**src/rtl/riscv_pkg.sv**
```systemverilog
// rtl/riscv_pkg.sv - shared RISC-V fetch constants, fetch-entry type and helpers
// Contents: XLEN, NOP encoding, fetch_entry_t {inst, pc, fault}, ENTRY_W, is_misaligned().
package riscv_pkg;

    localparam int XLEN = 32;
    localparam logic [XLEN-1:0] NOP = 32'h0000_0013;

    typedef struct packed {
        logic [XLEN-1:0] inst;
        logic [XLEN-1:0] pc;
        logic            fault;
    } fetch_entry_t;

    localparam int ENTRY_W = $bits(fetch_entry_t);

    function automatic logic is_misaligned(input logic [XLEN-1:0] addr);
        return addr[1:0] != 2'b00;
    endfunction

endpackage

```
**src/rtl/fetch_fifo.sv**
```systemverilog
// rtl/fetch_fifo.sv - small in-order FIFO whose head entry is a register
// Ports:
//   clk, rst      clock, synchronous active-low reset (entries load RESET_VAL)
//   i_clear       empties the FIFO at the next edge (stored data is kept)
//   i_push/i_data write an entry; accepted when not full or when popping
//   i_pop         remove the head entry (ignored when empty)
//   o_data        head entry, driven straight from a flop
//   o_count/o_full/o_empty  occupancy
module fetch_fifo #(
    parameter int DEPTH = 2,
    parameter int WIDTH = 32,
    parameter logic [WIDTH-1:0] RESET_VAL = '0,
    localparam int CW = $clog2(DEPTH) + 1
) (
    input  logic             clk,
    input  logic             rst,
    input  logic             i_clear,
    input  logic             i_push,
    input  logic [WIDTH-1:0] i_data,
    input  logic             i_pop,
    output logic [WIDTH-1:0] o_data,
    output logic [CW-1:0]    o_count,
    output logic             o_full,
    output logic             o_empty
);

    logic [WIDTH-1:0] r_mem   [DEPTH];
    logic [WIDTH-1:0] w_shift [DEPTH];
    logic [CW-1:0]    r_count;
    logic [CW-1:0]    w_wr_idx;
    logic             w_push;
    logic             w_pop;

    assign o_full   = (r_count == CW'(DEPTH));
    assign o_empty  = (r_count == '0);
    assign w_pop    = i_pop && !o_empty;
    assign w_push   = i_push && (!o_full || w_pop);
    // Entries shift towards slot 0 on a pop, so a simultaneous push lands one slot lower.
    assign w_wr_idx = r_count - CW'(w_pop);

    for (genvar g = 0; g < DEPTH; g++) begin : g_shift
        if (g < DEPTH - 1) begin : g_mid
            assign w_shift[g] = r_mem[g+1];
        end else begin : g_last
            assign w_shift[g] = r_mem[g];
        end
    end

    always_ff @(posedge clk) begin
        if (!rst) begin
            r_count <= '0;
            for (int i = 0; i < DEPTH; i++) begin
                r_mem[i] <= RESET_VAL;
            end
        end else if (i_clear) begin
            r_count <= '0;
        end else begin
            for (int i = 0; i < DEPTH; i++) begin
                if (w_push && (w_wr_idx == CW'(i))) begin
                    r_mem[i] <= i_data;
                end else if (w_pop) begin
                    r_mem[i] <= w_shift[i];
                end
            end
            r_count <= r_count + CW'(w_push) - CW'(w_pop);
        end
    end

    assign o_data  = r_mem[0];
    assign o_count = r_count;

endmodule

```
**src/rtl/instruction_fetch.sv**
```systemverilog
// rtl/instruction_fetch.sv - instruction fetch unit with bounded outstanding requests and flush
// Ports:
//   clk, rst                 clock, synchronous active-low reset
//   pc, pc_en                current PC in, one advance pulse per accepted request out
//   imem_req_valid/ready     fetch request handshake, imem_addr = pc
//   imem_rsp_valid/data      in-order read data
//   flush                    discard buffered and in-flight fetches
//   inst_valid/ready         decode handshake; inst, inst_pc, inst_fault describe the head
module instruction_fetch
    import riscv_pkg::*;
#(
    parameter int DEPTH = 2,
    parameter logic [XLEN-1:0] RESET_PC = 32'h0000_0000
) (
    input  logic            clk,
    input  logic            rst,
    input  logic [XLEN-1:0] pc,
    output logic            pc_en,
    output logic            imem_req_valid,
    input  logic            imem_req_ready,
    output logic [XLEN-1:0] imem_addr,
    input  logic            imem_rsp_valid,
    input  logic [XLEN-1:0] imem_rsp_data,
    input  logic            flush,
    output logic            inst_valid,
    input  logic            inst_ready,
    output logic [XLEN-1:0] inst,
    output logic [XLEN-1:0] inst_pc,
    output logic            inst_fault
);

    localparam int CW = $clog2(DEPTH) + 1;
    localparam logic [CW:0] L_DEPTH = (CW+1)'(DEPTH);
    localparam fetch_entry_t RESET_ENTRY = '{inst: NOP, pc: RESET_PC, fault: 1'b0};

    if (DEPTH != 2 && DEPTH != 4) begin : g_bad_depth
        $error("instruction_fetch: DEPTH must be 2 or 4");
    end

    logic [XLEN-1:0] w_head_addr;
    logic [CW-1:0]   w_outst;
    logic [CW-1:0]   w_buf_count;
    logic [CW-1:0]   r_drop;
    logic [CW:0]     w_occ;
    logic            w_addr_full;
    logic            w_addr_empty;
    logic            w_buf_full;
    logic            w_buf_empty;
    logic            w_accept;
    logic            w_rsp_ok;
    logic            w_keep;
    fetch_entry_t    w_rsp_entry;
    fetch_entry_t    w_head;

    // Slots are reserved for every in-flight request so a response always has a buffer entry.
    assign w_occ          = {1'b0, w_outst} + {1'b0, w_buf_count};
    assign imem_req_valid = rst && !flush && (r_drop == '0) && (w_occ < L_DEPTH);
    assign w_accept       = imem_req_valid && imem_req_ready;
    assign pc_en          = w_accept;
    assign imem_addr      = pc;

    // A response with nothing outstanding is a protocol error and is ignored.
    assign w_rsp_ok = imem_rsp_valid && !w_addr_empty;
    // Responses belonging to fetches issued before a flush are discarded.
    assign w_keep   = w_rsp_ok && (r_drop == '0) && !flush;

    assign w_rsp_entry = '{inst: imem_rsp_data, pc: w_head_addr, fault: is_misaligned(w_head_addr)};

    fetch_fifo #(
        .DEPTH     (DEPTH),
        .WIDTH     (XLEN),
        .RESET_VAL ('0)
    ) u_addr_q (
        .clk     (clk),
        .rst     (rst),
        .i_clear (1'b0),
        .i_push  (w_accept),
        .i_data  (pc),
        .i_pop   (w_rsp_ok),
        .o_data  (w_head_addr),
        .o_count (w_outst),
        .o_full  (w_addr_full),
        .o_empty (w_addr_empty)
    );

    fetch_fifo #(
        .DEPTH     (DEPTH),
        .WIDTH     (ENTRY_W),
        .RESET_VAL (RESET_ENTRY)
    ) u_inst_buf (
        .clk     (clk),
        .rst     (rst),
        .i_clear (flush),
        .i_push  (w_keep),
        .i_data  (w_rsp_entry),
        .i_pop   (inst_ready),
        .o_data  (w_head),
        .o_count (w_buf_count),
        .o_full  (w_buf_full),
        .o_empty (w_buf_empty)
    );

    // After a flush every request still in flight, as seen after this edge, must be discarded.
    always_ff @(posedge clk) begin
        if (!rst) begin
            r_drop <= '0;
        end else if (flush) begin
            r_drop <= w_outst + CW'(w_accept) - CW'(w_rsp_ok);
        end else if (w_rsp_ok && (r_drop != '0)) begin
            r_drop <= r_drop - CW'(1);
        end
    end

    assign inst_valid = !w_buf_empty;
    assign inst       = w_head.inst;
    assign inst_pc    = w_head.pc;
    assign inst_fault = w_head.fault;

`ifndef SYNTHESIS
    a_rsp_has_request: assert property (@(posedge clk) disable iff (!rst)
        imem_rsp_valid |-> !w_addr_empty)
        else $error("instruction_fetch: imem response with no outstanding request");

    a_no_overflow: assert property (@(posedge clk) disable iff (!rst)
        !(w_addr_full && w_accept && !w_rsp_ok) &&
        !(w_buf_full && w_keep && !(inst_ready && inst_valid)))
        else $error("instruction_fetch: fetch queue overflow");
`endif

endmodule

```
**config.mk**
```make
export PLATFORM = sky130hd
export DESIGN_NAME = instruction_fetch
export DESIGN_NICKNAME = d
export VERILOG_FILES = /design/src/rtl/riscv_pkg.sv /design/src/rtl/fetch_fifo.sv /design/src/rtl/instruction_fetch.sv
export SDC_FILE = /design/constraint.sdc
export NUM_CORES = 1
export LEC_CHECK = 0
export ABC_AREA = 1
export CORE_MARGIN = 2
export CORE_UTILIZATION = 45
export CTS_BUF_LIST = sky130_fd_sc_hd__clkbuf_4 sky130_fd_sc_hd__clkbuf_8
export DETAILED_ROUTE_END_ITERATION = 6
export PLACE_DENSITY = 0.78
export SLEW_MARGIN = 20
export SYNTH_ARGS = -nofsm -noshare
export SYNTH_HDL_FRONTEND = slang
export SYNTH_SLANG_ARGS = --single-unit
```
**constraint.sdc**
```tcl
create_clock -name clk -period 10.15 [get_ports clk]
set_input_delay 3.045 -clock clk [delete_from_list [all_inputs] [get_ports clk]]
set_output_delay 3.045 -clock clk [all_outputs]
set_load 0.03 [all_outputs]
```
Word-level counts from Yosys, hierarchy flattened

Memories as Yosys holds them, arrays and structs flattened.
Index checks and enable logic that the tools add are counted.
W data, S select, Z words.

$add $sub $neg: 10
$lt $le $gt $ge: 1
Eq/ne operators: 4
Multiplexer cells: 41
Bitwise operators: 9
Reductions and logical operators: 32

Operator list:

| cell                  | number |
|---|---|
| $mux W65              | 4 |
| $mux W32              | 4 |
| $mux W1               | 31 |
| $logic_and A1 B1 Y1   | 16 |
| $logic_not A2 Y1      | 5 |
| $sub A2 B1 Y2         | 5 |
| $or A1 B1 Y1          | 8 |
| $add A2 B1 Y2         | 3 |
| $reduce_bool A2 Y1    | 3 |
| $logic_not A1 Y1      | 5 |
| $eq A2 B1 Y1 const B  | 2 |
| $eq A2 B2 Y1 const B  | 2 |
| $mux W2               | 2 |
| $add A2 B2 Y3         | 1 |
| $lt A3 B2 Y1 const B  | 1 |
| $logic_or A1 B1 Y1    | 2 |
| $reduce_or A2 Y1      | 1 |
| $sub A2 B1 Y2 const B | 1 |
| $not A1 Y1            | 1 |

Register bits after elaboration: 6
RAM bits: 194
Input bits: 70
Output and inout bits: 100
Logic and storage cells: 102
Memories: 2

Memories:

| memory           | words | width | rd ports | clocked after Yosys merged registers in | wr ports | line             | source |
|---|---|---|---|---|---|---|---|
| u_inst_buf.r_mem | 2     | 65    | 2        | 0                                       | 2        | fetch_fifo.sv:27 | `logic [WIDTH-1:0] r_mem [DEPTH];` |
| u_addr_q.r_mem   | 2     | 32    | 2        | 0                                       | 2        | fetch_fifo.sv:27 |  |

Depth between registers and ports, before layout

Word-level depth: 13
Gate-level depth with buffers: 15
Mapped depth without buffers: 13

Hierarchy

From an unflattened synthesis, not the netlist that was laid out.

Cell total of the unflattened synthesis: 992
Area total of the unflattened synthesis: 9,977.1 um^2

By module, submodules not included:

| module                   | times used | cells each | area an instance (um^2) |
|---|---|---|---|
| fetch_fifo at u_inst_buf | 1          | 600        | 6,158.4 |
| fetch_fifo at u_addr_q   | 1          | 319        | 3,305.7 |
| instruction_fetch        | 1          | 73         | 513.0 |

Worst setup path before layout

OpenSTA, ideal clock, no wires.

Path kind: in2out
Start point: in rst
End point: out imem_req_valid
Arrival: 3.775 ns
Setup slack: 3.330 ns
Cell stages on the path: 3
Path buffers: 1
Cell sequence: buf_2 > nand3_1 > nor2_1

Longest elaborated chain between the ends: 3

RTL lines:

| element                           | line                    | source |
|---|---|---|
| from (decl)                       | instruction_fetch.sv:16 | `input logic rst,` |
| $logic_and A1 B1 Y1 (3 in series) | instruction_fetch.sv:57 | `assign imem_req_valid = rst && !flush && (r_drop == '0) && (w_occ < L_DEPTH);` |
| to (decl)                         | instruction_fetch.sv:19 | `output logic imem_req_valid,` |

Every way passes these cells.

Final worst setup path

Start point: in rst
End point: out pc_en

Longest elaborated chain between the ends: 4

RTL lines:

| element                           | line                    | source |
|---|---|---|
| $logic_and A1 B1 Y1 (3 in series) | instruction_fetch.sv:57 |  |
| $logic_and A1 B1 Y1               | instruction_fetch.sv:58 | `assign w_accept = imem_req_valid && imem_req_ready;` |
| to (decl)                         | instruction_fetch.sv:18 | `output logic pc_en,` |

Every way passes these cells.

==> metrics.md <==
| Metric | Value |
|---|---|
| Drt wl/cell | 12.8 um |
| CTS hold repair buffers | 0 |
| Critical path capture point type | output pin |
| Status | finished clean |
| Initial Util | 45.6% |
| Gr ovfl total | 0 |
| Clock latency on the worst-skew pair | 450 ps |
| Top cell type by total area after synthesis | edfxtp_1 |
| Share of cells above drive strength 1 | 11.2% |
| Clock tree sinks | 200 |
| Unrepaired setup endpoints after global routing | false |
| Routed via count | 6411 |
| Clock transition at path regs | 90 ps |
| H-tree depth | 4 |
| Area grow syn2layout | 20.6% |
| ANT nets after route | 0 |
| Vias per std cell | 4.59 |
| Most common cell in the netlist | nand2_1 |
| Final hold viol count | 0 |
| Root Driver | clkbuf_8 |
| Area occupied by multi-input gates | 2370 um^2 |
| Tcrit/Tclk final | 79.5% |
| Dominant cells by area after synthesis | edfxtp_1 (61%), nand2_1 (13%), nand3_1 (5.5%) |
| Total of warnings raised by yosys | 0 |
| Post-CTS setup buffers | 0 |
| Register Area | 5950 um^2 |
| Largest net degree at the start of global routing | 131 |
| CTS tree | done |
| Vias in the first global route | 5935 |
| Cell count after synthesis | 995 |
| Seq/Total Area, Yosys | 62.4% |
| Startpoint type of the worst setup path | input pin |
| Maximum clock rate | 124 MHz |
| Layout Cells excl Fill | 1396 |
| Gpl congestion | 0.787 |
| WP data arrival | 5020 ps |
| Die ar. | 22400 um^2 |
| First-pass GRT wire length | 29200 um |
| P_leak | 5.52 nW |
| Final setup vio count | 0 |
| Synth unique cells | 28 |
| Core area | 20900 um^2 |
| Die height | 150 um |
| Port Buf Inserts | 169 |
| Slew @ Worst Pin | 919 ps |
| Max Root-Sink Buffers | 2 |
| EDFF count, synth | 194 |
| Mapped Avg Cell Area | 9.58 um^2 |
| Die Wd | 150 um |
| CTS Buf Count | 17 |
| Post-DP HPWL | 11900 um |
| Drt initial violations | 362 |
| Final Max Tran Viols | 0 |
| Minimum clock period | 8070 ps |
| DP Cell Count | 1364 |
| Mapped Area | 9530 um^2 |
| Maximum VDD drop | 0.0000837 V |
| Most common flop cell mapped by yosys | edfxtp_1 |
| Yosys reg bits | 200 |
| Pre-Repair DR Iteration Count | 5 |
| Post-synth top area share | 61.1% |
| Initial antenna violation count | 0 |
| Final design utilization | 55.0% |
| ANT cells | 0 |
| Min Hold Slack | 545 ps |
| WP data required | 7110 ps |
| Tot GR Track Use | 16.6% |
| Post-CTS Resized | 0 |
| Cell Rows | 53 |
| Final #Nets | 1187 |
| Max-cap viol count | 0 |
| Min-Delay Path Class | register to register |
| Kind of critical path | input pin to output pin |
| Detailed-route DRC error count | 0 |
| Filler cells | 1842 |
| Max-slew headroom | 38.8% |
| Synth Net Count | 1074 |
| Post-Route WL | 17800 um |
| Worst-path fanout max | 11 |
| TNS Setup | 0 ps |
| Synth top cells by count | nand2_1 (342), edfxtp_1 (194), inv_1 (116), nand3_1 (105), inv_2 (72) |
| I/O pins | 170 |
| Fin Clk Skew | 13.1 ps |
| Post-synth ARST share | 0% |
| PwrDens | 180 nW/um^2 |
-- where the power goes --
| group | leakage (nW) | internal, mW | total, mW | switching, mW |
|---|---|---|---|---|
| combinational | 3.28 | 0.160 | 0.473 | 0.313 |
| sequential | 2.04 | 1.05 | 1.10 | 0.0506 |
| clock | 0.202 | 0.231 | 0.498 | 0.267 |
-- path summary, 6_finish.rpt --
| path | from | endpoint | slack [ps] | cells past startpoint |
|---|---|---|---|---|
| max | rst | pc_en | 2080 | 4 |
| max reg2reg | u_inst_buf.o_count[1] | u_inst_buf.r_mem[0][19] | 6180 | 10 |
| min | u_inst_buf.r_mem[1][33] | u_inst_buf.r_mem[0][33] | 540 | 2 |
| min reg2reg | u_inst_buf.r_mem[1][33] | u_inst_buf.r_mem[0][33] | 540 | 2 |
-- through the flow --
step | cell area (um^2) | power, mW | worst slack, ps
6_report | 11500 | 2.07 | 2080
5_1_grt | 11500 | 2.20 | 1960
4_1_cts | 11500 | 2.09 | 2070
3_5_place_dp | 11100 | 1.60 | 2070
2_1_floorplan | 9530 | 1.44 | 3330
3_3_place_gp | 11100 | 1.58 | 2130
-- per-layer routing --
metal  vias to the layer above  GRT usage [%]  routed length, um
met1                      2883           23.2               8070
met4                         0           4.95                260
met2                       188           26.3               8500
met3                        17           3.32               1020
met5                         -              0                  0
li1                       3323              -                  -
-- critical path, cell delays in order --
cell and delay (ps):
clkdlybuf4s50_1 750, nand3_1 210, nor3_4 280, clkdlybuf4s50_1 730
-- cells in the final DEF, fill, tap and decap left out, types with 3 or more instances in the layout --
cell             instances
nand3_1                103
inv_1                  116
nor2_4                   4
clkbuf_8                17
nand2_1                341
clkbuf_4                 4
o21ai_0                  3
edfxtp_1               194
buf_4                    5
clkinv_2                 4
nor2_1                  15
clkdlybuf4s50_1        169
a21oi_1                 35
nand3_4                  3
inv_2                   72
ha_1                     8
dfxtp_1                  6
-- sequential cells by signal (all words and copies together), names as in the netlist --
register            flops
r_drop                  2
u_addr_q.r_mem         64
u_inst_buf.o_count      2
u_inst_buf.r_mem      130
u_addr_q.o_count        2
-- final cells by class --
type / count / share of cell area [%]
Tap cell: 275 / 2.99
Timing Repair Buffer: 175 / 15.1
Clock inverter: 11 / 1.07
Inverter: 188 / 6.14
Multi-Input combinational cell: 526 / 20.6
Clock buffer: 21 / 2.30
Sequential cell: 200 / 51.7
-- cells by family after synthesis --
logic type | Yosys count | share of synthesized area [%]
xor+xnor | 2 | 0.184
simple gates | 476 | 20.9
compound gates | 39 | 2.07
fa+ha+maj | 9 | 1.26
flops | 200 | 62.4
buf+inv | 269 | 13.2
Note: power is estimated with default switching activity, not from simulation.
